<file path="config.mk">
export PLATFORM = sky130hd
export DESIGN_NAME = load_store_unit
export DESIGN_NICKNAME = d
export VERILOG_FILES = /design/src/rtl/lsu_pkg.sv /design/src/rtl/lsu_byte_lane.sv /design/src/rtl/load_store_unit.sv
export SDC_FILE = /design/constraint.sdc
export NUM_CORES = 1
export LEC_CHECK = 0
export CAP_MARGIN = 10
export CORE_MARGIN = 8
export CORE_UTILIZATION = 43
export CTS_BUF_LIST = sky130_fd_sc_hd__clkbuf_4
export CTS_CLUSTER_SIZE = 20
export DETAILED_ROUTE_END_ITERATION = 8
export GPL_TIMING_DRIVEN = 0
export PLACE_DENSITY = 0.95
export SLEW_MARGIN = 10
export SYNTH_ARGS = -nofsm -noshare
export SYNTH_HDL_FRONTEND = slang
export SYNTH_SLANG_ARGS = --single-unit
</file>
<file path="constraint.sdc">
create_clock -name clk -period 2.6 [get_ports clk]
set_clock_uncertainty 0.1 [all_clocks]
set_input_delay 0.52 -clock clk [delete_from_list [all_inputs] [get_ports clk]]
set_output_delay 0.52 -clock clk [all_outputs]
set_load 0.03 [all_outputs]
</file>
<file path="src/rtl/lsu_pkg.sv">
// Shared types and constants for the load/store unit.
// RMW states exist only when LSU_BYTE_ACCESS_EN is defined.
package lsu_pkg;

    localparam int ADDR_W_DEF = 16;
    localparam int DATA_W_DEF = 16;
    localparam int RD_W_DEF   = 3;

    // Byte-lane select, taken from bit 0 of the byte address.
    localparam logic LANE_LO = 1'b0;
    localparam logic LANE_HI = 1'b1;

    typedef enum logic [2:0] {
        IDLE   = 3'd0,
        LOAD   = 3'd1,
        STORE  = 3'd2
`ifdef LSU_BYTE_ACCESS_EN
        ,
        RMW_RD = 3'd3,
        RMW_WR = 3'd4
`endif
    } state_t;

endpackage

</file>
<file path="src/rtl/lsu_byte_lane.sv">
// Combinational byte extract / extend / merge for a 16-bit memory word.
// Only instantiated when LSU_BYTE_ACCESS_EN is defined.
module lsu_byte_lane
    import lsu_pkg::*;
#(
    parameter int DATA_W = DATA_W_DEF
) (
    input  logic [DATA_W-1:0] word,
    input  logic              lane,
    input  logic              sext,
    input  logic [7:0]        wbyte,
    output logic [DATA_W-1:0] load_data,
    output logic [DATA_W-1:0] merged
);

    logic [7:0] byte_sel;

    always_comb begin
        byte_sel  = (lane == LANE_HI) ? word[15:8] : word[7:0];
        load_data = {{(DATA_W-8){sext & byte_sel[7]}}, byte_sel};
        merged    = word;
        if (lane == LANE_HI) begin
            merged[15:8] = wbyte;
        end else begin
            merged[7:0]  = wbyte;
        end
    end

endmodule

</file>
<file path="src/rtl/load_store_unit.sv">
// Load/store unit: one memory request at a time between execute and data memory.
// Define LSU_BYTE_ACCESS_EN to add byte loads (zero/sign-extended) and read-modify-write byte stores.
module load_store_unit
    import lsu_pkg::*;
#(
    parameter int ADDR_W = ADDR_W_DEF,
    parameter int DATA_W = DATA_W_DEF,
    parameter int RD_W   = RD_W_DEF
) (
    input  logic              clk,
    input  logic              rst_n,
    input  logic              req_valid,
    output logic              req_ready,
    input  logic              req_load,
    input  logic              req_byte,
    input  logic              req_sext,
    input  logic [ADDR_W-1:0] req_addr,
    input  logic [DATA_W-1:0] req_wdata,
    input  logic [RD_W-1:0]   req_rd,
    output logic              mem_rd,
    output logic              mem_wr,
    output logic [ADDR_W-1:0] mem_addr,
    output logic [DATA_W-1:0] mem_wdata,
    input  logic [DATA_W-1:0] mem_rdata,
    output logic              wb_valid,
    output logic [RD_W-1:0]   wb_rd,
    output logic [DATA_W-1:0] wb_data,
    output logic              busy
);

    state_t            state, state_next;
    logic              transfer;
    logic [RD_W-1:0]   rd_q;
    logic [ADDR_W-1:0] addr_map;
    logic [DATA_W-1:0] load_result;

`ifdef LSU_BYTE_ACCESS_EN
    logic              byte_q;
    logic              lane_q;
    logic              sext_q;
    logic [DATA_W-1:0] lane_load;
    logic [DATA_W-1:0] lane_merged;

    assign addr_map    = {1'b0, req_addr[ADDR_W-1:1]};
    assign load_result = byte_q ? lane_load : mem_rdata;

    // Store byte comes from mem_wdata[7:0], which holds req_wdata until RMW_RD closes.
    lsu_byte_lane #(.DATA_W(DATA_W)) u_byte_lane (
        .word      (mem_rdata),
        .lane      (lane_q),
        .sext      (sext_q),
        .wbyte     (mem_wdata[7:0]),
        .load_data (lane_load),
        .merged    (lane_merged)
    );
`else
    logic unused_byte_cfg;

    assign unused_byte_cfg = req_byte ^ req_sext;
    assign addr_map        = req_addr;
    assign load_result     = mem_rdata;
`endif

    assign req_ready = rst_n && (state == IDLE);
    assign transfer  = req_valid && req_ready;
    assign busy      = (state != IDLE);

    always_comb begin
        state_next = state;
        mem_rd     = 1'b0;
        mem_wr     = 1'b0;
        case (state)
            IDLE: begin
                if (transfer) begin
                    if (req_load) begin
                        state_next = LOAD;
                    end else begin
                        state_next = STORE;
`ifdef LSU_BYTE_ACCESS_EN
                        if (req_byte) state_next = RMW_RD;
`endif
                    end
                end
            end
            LOAD: begin
                mem_rd     = 1'b1;
                state_next = IDLE;
            end
            STORE: begin
                mem_wr     = 1'b1;
                state_next = IDLE;
            end
`ifdef LSU_BYTE_ACCESS_EN
            RMW_RD: begin
                mem_rd     = 1'b1;
                state_next = RMW_WR;
            end
            RMW_WR: begin
                mem_wr     = 1'b1;
                state_next = IDLE;
            end
`endif
            default: state_next = IDLE;
        endcase
        // Reset aborts any in-flight access before it reaches memory.
        if (!rst_n) begin
            mem_rd = 1'b0;
            mem_wr = 1'b0;
        end
    end

    always_ff @(posedge clk) begin
        if (!rst_n) begin
            state     <= IDLE;
            wb_valid  <= 1'b0;
            wb_rd     <= '0;
            wb_data   <= '0;
            mem_addr  <= '0;
            mem_wdata <= '0;
            rd_q      <= '0;
`ifdef LSU_BYTE_ACCESS_EN
            byte_q    <= 1'b0;
            lane_q    <= LANE_LO;
            sext_q    <= 1'b0;
`endif
        end else begin
            state    <= state_next;
            wb_valid <= (state == LOAD);
            if (transfer) begin
                mem_addr <= addr_map;
                rd_q     <= req_rd;
                if (!req_load) mem_wdata <= req_wdata;
`ifdef LSU_BYTE_ACCESS_EN
                byte_q   <= req_byte;
                lane_q   <= req_addr[0];
                sext_q   <= req_sext;
`endif
            end
            if (state == LOAD) begin
                wb_rd   <= rd_q;
                wb_data <= load_result;
            end
`ifdef LSU_BYTE_ACCESS_EN
            if (state == RMW_RD) mem_wdata <= lane_merged;
`endif
        end
    end

endmodule

</file>
==> run summary <==
Post-detailed-route count of antenna-violating nets: 0
Total GRT Usage: 18.0%
RD Place Congestion: 0.724
Worst vdd ir: 377 uV
Final worst slack: 82.8 ps
RSZ-0062 raised after global routing: false
Clock buffer depth: 2
Mapped Cells: 250
CTS Buf Count: 9
Syn nets: 307
Vias in the first global route: 2138
Drt first pass iters: 4
Endpoint type of the worst setup path: output pin
Synth area leaders: dfxtp_1 56%, nand2_1 17%, o21ai_0 6.3%
Fraction of final layout cells sized beyond drive strength 1: 8.85%
Critical path required time: 1980 ps
Fin Setup TNS: 0 ps
Number of synthesized flops with an enable pin: 0
Asr flop ratio synth: 0%
Placeable Area: 0.00466 sq mm
Clk Latency, worst-skew pair: 370 ps
Antenna violations before repair: 0
Final #Nets: 426
Synth warn: 0
Logic pwr share: 19.6%
Final wirelength: 6530 microns
Synthesis-stage register bit count: 57
DRC Markers: 0
Initial drt markers: 66
Largest net degree at the start of global routing: 13
Count leader, synth: nand2_1
Via count: 2134
CP Launch Type: input pin
CTS HTree Levels: 3
Row count: 25
Commonest cells post-synth: 92 x nand2_1, 57 x dfxtp_1, 26 x o21ai_0
R2R Path Start: state[0]$_SDFFE_PN0P_
Worst R2R Setup Slack: 1050 ps
CTS tree: built
CP Launch Point: rst_n
Post-synth top area share: 55.5%
Hold Buf Count CTS: 0
Final Core Density: 71.4%
Lkg Pwr: 1.22 nW
Port Buffers: 109
Pins Over Slew Limit: 0
DR vias/cell: 5.00
Most used DFF post-synth: dfxtp_1
CP max FO: 10
Crit path DAT: 1900 ps
Sequential power share: 50.0%
Die height: 85.1 microns
Root Buffer: clkbuf_4
Post-Syn Area: 0.00205 sq mm
Pre-CTS setup slack: 99.0 ps
Routed length per instance: 15.3 microns
Reg2reg end: mem_wdata[13]$_SDFFE_PN0P_
Pwr Density: 566 mW/mm^2
DP Wirelength: 5090 microns
Cell-internal power: 1.37 mW
Top-level I/O count: 113
Final setup violation count: 0
Fmax: 0.397 GHz
Hold WC Path Type: input pin to flop
Max-cap violations: 0
Power share of the clock group: 30.4%
Hold Fails Final Rpt: 0
Overflow after GRT: 0
Net Sw Power: 0.514 mW
Period utilization: 96.8%
Total power: 1.89 mW
Switching Share: 27.3%
Worst-Margin Slew: 508 ps
Worst-path clk slew: 90 ps
Cell variety after synth: 18
First-pass GRT wire length: 10400 microns
Syn Area/Cell: 8.22 sq um
Syn-to-layout area delta: 62.1%
Max-Slew Margin vs Limit: 66.1%
Die Width: 85.1 microns
Biggest area consumer among synthesized cells: dfxtp_1
Clock sinks: 57
Crit path kind: input pin to output pin
Period minus WS final: 2520 ps
Status: completed
Reg2Reg Depth: 5
Die area: 0.00725 sq mm
Sequential area share after synthesis: 55.5%
Initial core utilization: 44.1%
Ant diodes: 0
Worst setup path endpoint: req_ready
critical path: stages:
cell	delay, ps
buf_6	120
inv_1	130
clkbuf_1	390
nor2_1	120
clkdlybuf4s50_1	610
sequential cells by signal, indices dropped and copies added (netlist names):
register,cells
mem_wdata,16
wb_data,16
rd_q,3
wb_valid,1
mem_addr,16
wb_rd,3
state,2
worst min-delay path by stage:
stage	from	end	slack, ps	cells past startpoint
floorplan	rd_q[0]$_SDFFE_PN0P_	wb_rd[0]$_SDFFE_PN0P_	330	2
global placement	rd_q[1]$_SDFFE_PN0P_	wb_rd[1]$_SDFFE_PN0P_	340	2
detailed placement	wb_rd[1]$_SDFFE_PN0P_	wb_rd[1]$_SDFFE_PN0P_	350	2
CTS	rst_n	mem_addr[5]$_SDFFE_PN0P_	310	3
global route	rst_n	mem_addr[5]$_SDFFE_PN0P_	310	3
finish	rst_n	mem_addr[5]$_SDFFE_PN0P_	320	3
power by group through the flow:
| stage | Sequential [mW] | Combinational (mW) | Clock, mW |
|---|---|---|---|
| 2_1_floorplan | 1.04 | 0.0931 | 0 |
| 3_3_place_gp | 0.959 | 0.365 | 0 |
| 3_5_place_dp | 0.962 | 0.372 | 0 |
| 4_1_cts | 0.942 | 0.374 | 0.588 |
| 5_1_grt | 0.947 | 0.394 | 0.626 |
| 6_report | 0.942 | 0.370 | 0.574 |
cell type report:
type                       count  area [sq um]
buffer                        18           104
tap                           54          67.6
multi-input combinational    172           801
timing repair buffer         109          1090
sequential                    57          1140
inverter                       2          7.51
clock inverter                 6          50.0
clock buffer                   9          67.6
fill                         388          1330
cells in the final DEF (no fill, tap or decap), drive strengths merged:
cell,n
and2,2
clkinv,5
and4bb,1
o21ai,35
or2,1
clkbuf,18
buf,9
dfxtp,57
nand3,16
clkdlybuf4s50,109
bufinv,1
nor2b,1
nor3b,1
nand2b,1
inv,2
nor2,3
a21oi,19
nand2,92
stage by stage:
step	instances	hold slack (ps)	area [sq um]
final	427	322	3330
after global routing	427	307	3330
after CTS	427	309	3330
after detailed placement	413	346	3210
after global placement	413	339	3210
after floorplan	250	332	2050
what timing repair did:
item | CTS | global route
hold endpoints to repair | 0 | 0
pin swaps | 0 | 0
setup endpoints to repair | 1 | 1
gates resized for setup | 0 | 1
setup buffers | 0 | 0
layer usage:
metal / GRT usage, % / vias up / share of wire (%)
met3: 7.72 / 11 / 9.1
met2: 31.0 / 85 / 50
met4: 7.12 / 0 / 1.3
li1: - / 1052 / -
met5: 0 / - / 0
met1: 18.7 / 986 / 39
cell families (layout without fill, tap and decap cells):
| group | Yosys count | after routing | share of synthesized area (%) |
|---|---|---|---|
| AOI/OAI and AO/OA | 54 | 54 | 14.8 |
| buffers and inverters | 21 | 144 | 5.60 |
| DFF | 57 | 57 | 55.5 |
| and+or+nand+nor | 118 | 118 | 24.1 |
No activity file was read; power rests on OpenSTA's default activity.
==> RTL change 1 (same flow settings) <==
The 3 states of `state_t` get a one-hot encoding in 3 bits.
--- a/src/rtl/lsu_pkg.sv
+++ b/src/rtl/lsu_pkg.sv
@@ -13,5 +13,5 @@
     typedef enum logic [2:0] {
-        IDLE   = 3'd0,
-        LOAD   = 3'd1,
-        STORE  = 3'd2
+        IDLE   = 3'b001,
+        LOAD   = 3'b010,
+        STORE  = 3'b100
 `ifdef LSU_BYTE_ACCESS_EN
Check against the original RTL: same outputs for any inputs over 10 cycles, from zero or initial values and one cycle with rst_n low; not proved beyond that.
==> RTL change 1 against the unedited design <==
- sequential cell count rose by 1
- clock power fell by 15%
- wire length shrank 0.24%
- count of clock-buffer cells in the layout increased by 2
- total power shrank 3.9%
- final area rose by 2.4%
- area after synthesis is 3.9% higher
- first-iteration DRC count increased by 15%
- largest power group unchanged
- setup slack got worse by 0.011 ns
- utilization increased by 0.25 points
- critical endpoint is now mem_wr
- combinational power about the same
- critical path depth is 1 lower
==> RTL change 1: results <==
export IMPL_synth_area_leaders="dfxtp_1, nand2_1, nand3_1"
export IMPL_place_congestion=0.799
export IMPL_critPathMaxStageDelay_ns=0.54
export IMPL_cts_buffers_inserted=9
export IMPL_crit_fanout=10
export IMPL_hold_depth=2
export IMPL_num_nets_final=431
export IMPL_detailed_place_hpwl_um=4960
export IMPL_dp_slack_ns=-0.441
export IMPL_grt_max_degree=11
export IMPL_synth_xor_area_share=0
export IMPL_synth_compound_area_frac=0.149
export IMPL_ys_seq_area_frac=0.544
export IMPL_dpl_cell_area_mm2=0.00332
export IMPL_synth_nets=311
export IMPL_path_delay_family="buffers and inverters"
export IMPL_syn_inst=254
export IMPL_track_usage=0.176
export IMPL_fillers=390
export IMPL_wl_per_cell_um=14.7
export IMPL_synth_top_area_frac=0.544
export IMPL_instances_no_fill=443
export IMPL_vias=2123
export IMPL_status="finished clean"
export IMPL_peakVddDrop_mv=0.320
export IMPL_start_util=0.449
export IMPL_drive_gt1_frac=0.0824
export IMPL_diodes=0
export IMPL_drtIter0Drc=76
export IMPL_ys_types=21
export IMPL_grt_pass1_wl_um=10500
export IMPL_synthTopCellsByCount="nand2_1, dfxtp_1, nand3_1"
export IMPL_worstMarginPinSlew_ns=0.487
export IMPL_port_buffers=110
==> RTL change 1: cell type report <==
type	count	area, um^2	area share
tap	67	83.8	0.0246
clock inverter	2	7.51	0.00220
timing repair buffer	110	1100	0.322
buffer	21	116	0.0341
clock buffer	11	82.6	0.0242
inverter	1	3.75	0.00110
multi-input combinational	173	857	0.251
sequential	58	1160	0.341
==> RTL change 1: kinds of logic (layout without fill, tap and decap cells) <==
group                  after synthesis  in the layout
AND/OR/NAND/NOR                    119            119
flip-flops                          58             58
AO/OA/AOI/OAI                       54             54
buffers and inverters               23            145
==> RTL change 1: path summary, 6_finish.rpt <==
kind / slack (ns) / endpoint / startpoint
setup / recovery: 0.07 / mem_wr / rst_n
hold / removal: 0.35 / mem_addr[13]$_SDFFE_PN0P_ / mem_addr[13]$_SDFFE_PN0P_
setup reg to reg: 1.05 / mem_addr[12]$_SDFFE_PN0P_ / state[0]$_SDFFE_PN1P_
hold reg to reg: 0.35 / mem_addr[13]$_SDFFE_PN0P_ / mem_addr[13]$_SDFFE_PN0P_
==> RTL change 1: metal layers <==
| metal | global-route usage | wire length [um] | vias up |
|---|---|---|---|
| met4 | 0.0861 | 71 | 0 |
| li1 | - | - | 1085 |
| met3 | 0.0614 | 526 | 6 |
| met5 | 0 | 0 | - |
| met1 | 0.193 | 2740 | 959 |
| met2 | 0.297 | 3180 | 73 |
==> RTL change 1: report_power, final <==
group          switching (mW)  total, mW  leakage [nW]  internal [mW]
Clock                   0.289      0.486        0.0537          0.197
Sequential             0.0234      0.955         0.473          0.932
Combinational           0.190      0.369         0.695          0.180
==> RTL change 1: what timing repair did <==
action                                  4_1_cts  5_1_grt
buffers inserted                              0        0
hold buffers                                  0        0
gates resized for setup                      11        2
endpoints found under the setup margin        3        3
gates cloned                                  0        0
==> RTL change 2 (same settings) <==
Made on the original files. The option `LSU_BYTE_ACCESS_EN` is turned on by a define.
--- a/src/rtl/lsu_pkg.sv
+++ b/src/rtl/lsu_pkg.sv
@@ -2,2 +2,4 @@
 // RMW states exist only when LSU_BYTE_ACCESS_EN is defined.
+`define LSU_BYTE_ACCESS_EN
+
 package lsu_pkg;
Behaviour: not the same (Yosys sat finds a counterexample within 4 cycles, from zero or initial values and one cycle with rst_n low).
==> RTL change 2 against the unedited design <==
- synthesized cell count grew 20%
- sequential cell count grew 3
- count of clock-buffer cells in the layout grew 1
- global-route usage grew 0.80 points
- area after synthesis grew 29%
- die area grew 23%
- fmax grew 1.2%
- final area grew 20%
- total power grew 15%
- wire length grew 29%
- setup slack gained 0.030 ns
- critical endpoint is now mem_rd
==> RTL change 2: results <==
export IMPL_power_switching_mw=0.596
export IMPL_maxSlewHeadroom=0.625
export IMPL_hold_depth=2
export IMPL_status="finished clean"
export IMPL_grt_max_degree=11
export IMPL_met1_usage=0.209
export IMPL_track_usage=0.188
export IMPL_dpl_cell_area_mm2=0.00385
export IMPL_route_met2_wl_um=4180
export IMPL_clkLatencyLatePin_ns=0.40
export IMPL_dr_pass1_iters=5
export IMPL_r2r_cells=6
export IMPL_crit_path_end="mem_rd"
export IMPL_crit_fanout=5
export IMPL_cp_startpoint="state[2]$_SDFFE_PN0P_"
export IMPL_wl_per_cell_um=16.8
export IMPL_place_congestion=0.870
export IMPL_grt_util_met2=0.316
export IMPL_synthTopCellsByCount="nand2_1, dfxtp_1, a21boi_0"
export IMPL_detailed_place_hpwl_um=6450
export IMPL_ys_seq_area_frac=0.453
export IMPL_dp_cells=486
export IMPL_num_nets_final=479
export IMPL_synth_area_leaders="dfxtp_1, nand2_1, a21boi_0"
export IMPL_dp_slack_ns=-0.117
export IMPL_vias_per_cell=5.19
export IMPL_port_buffers=110
export IMPL_grt_pass1_wl_um=13100
export IMPL_instances_no_fill=502
export IMPL_r2r_end="wb_data[11]$_SDFFE_PN0P_"
export IMPL_drtIter0Drc=91
export IMPL_use_met3=0.0667
export IMPL_wl_met3_um=646
export IMPL_grt_pass1_vias=2639
RTL change 2: final cells by class:
| cell class | instances | area [um^2] |
|---|---|---|
| plain buffers | 23 | 119 |
| flip-flops and latches | 60 | 1200 |
| multi-input cells | 215 | 1320 |
| repair buffers | 110 | 1100 |
| clock buffers | 10 | 75.1 |
| fillers | 489 | 1950 |
| well taps | 75 | 93.8 |
| inverters | 3 | 11.3 |
| clock inverters | 6 | 78.8 |
RTL change 2: logic make-up after synthesis:
kind of cell | count (synthesis) | synth area share
buffers and inverters | 26 | 0.0481
and+or+nand+nor | 113 | 0.189
other | 1 | 0.00141
DFF | 60 | 0.453
xor gates and xnor gates | 1 | 0.00330
muxes | 20 | 0.0755
AOI/OAI and AO/OA | 80 | 0.230
RTL change 2: worst min path at each step:
stage	start	end	slack [ns]
floorplan	rd_q[0]$_SDFFE_PN0P_	rd_q[0]$_SDFFE_PN0P_	0.34
global placement	mem_wdata[15]$_SDFFE_PN0P_	mem_wdata[15]$_SDFFE_PN0P_	0.35
detailed placement	mem_addr[8]$_SDFFE_PN0P_	mem_addr[8]$_SDFFE_PN0P_	0.36
CTS	mem_addr[8]$_SDFFE_PN0P_	mem_addr[8]$_SDFFE_PN0P_	0.37
global route	mem_addr[8]$_SDFFE_PN0P_	mem_addr[8]$_SDFFE_PN0P_	0.39
finish	mem_addr[8]$_SDFFE_PN0P_	mem_addr[8]$_SDFFE_PN0P_	0.37
RTL change 2: repair_timing:
item	in CTS	in global routing
endpoints found under the setup margin	2	1
resized for setup	3	1
buffers inserted	0	0
RTL change 2: power by group through the flow:
stage	Clock [mW]	Sequential [mW]	Combinational, mW
floorplan	0	1.09	0.142
global route	0.791	0.999	0.466
detailed placement	0	1.01	0.434
CTS	0.738	0.992	0.439
finish	0.733	0.993	0.437
global placement	0	1.01	0.428
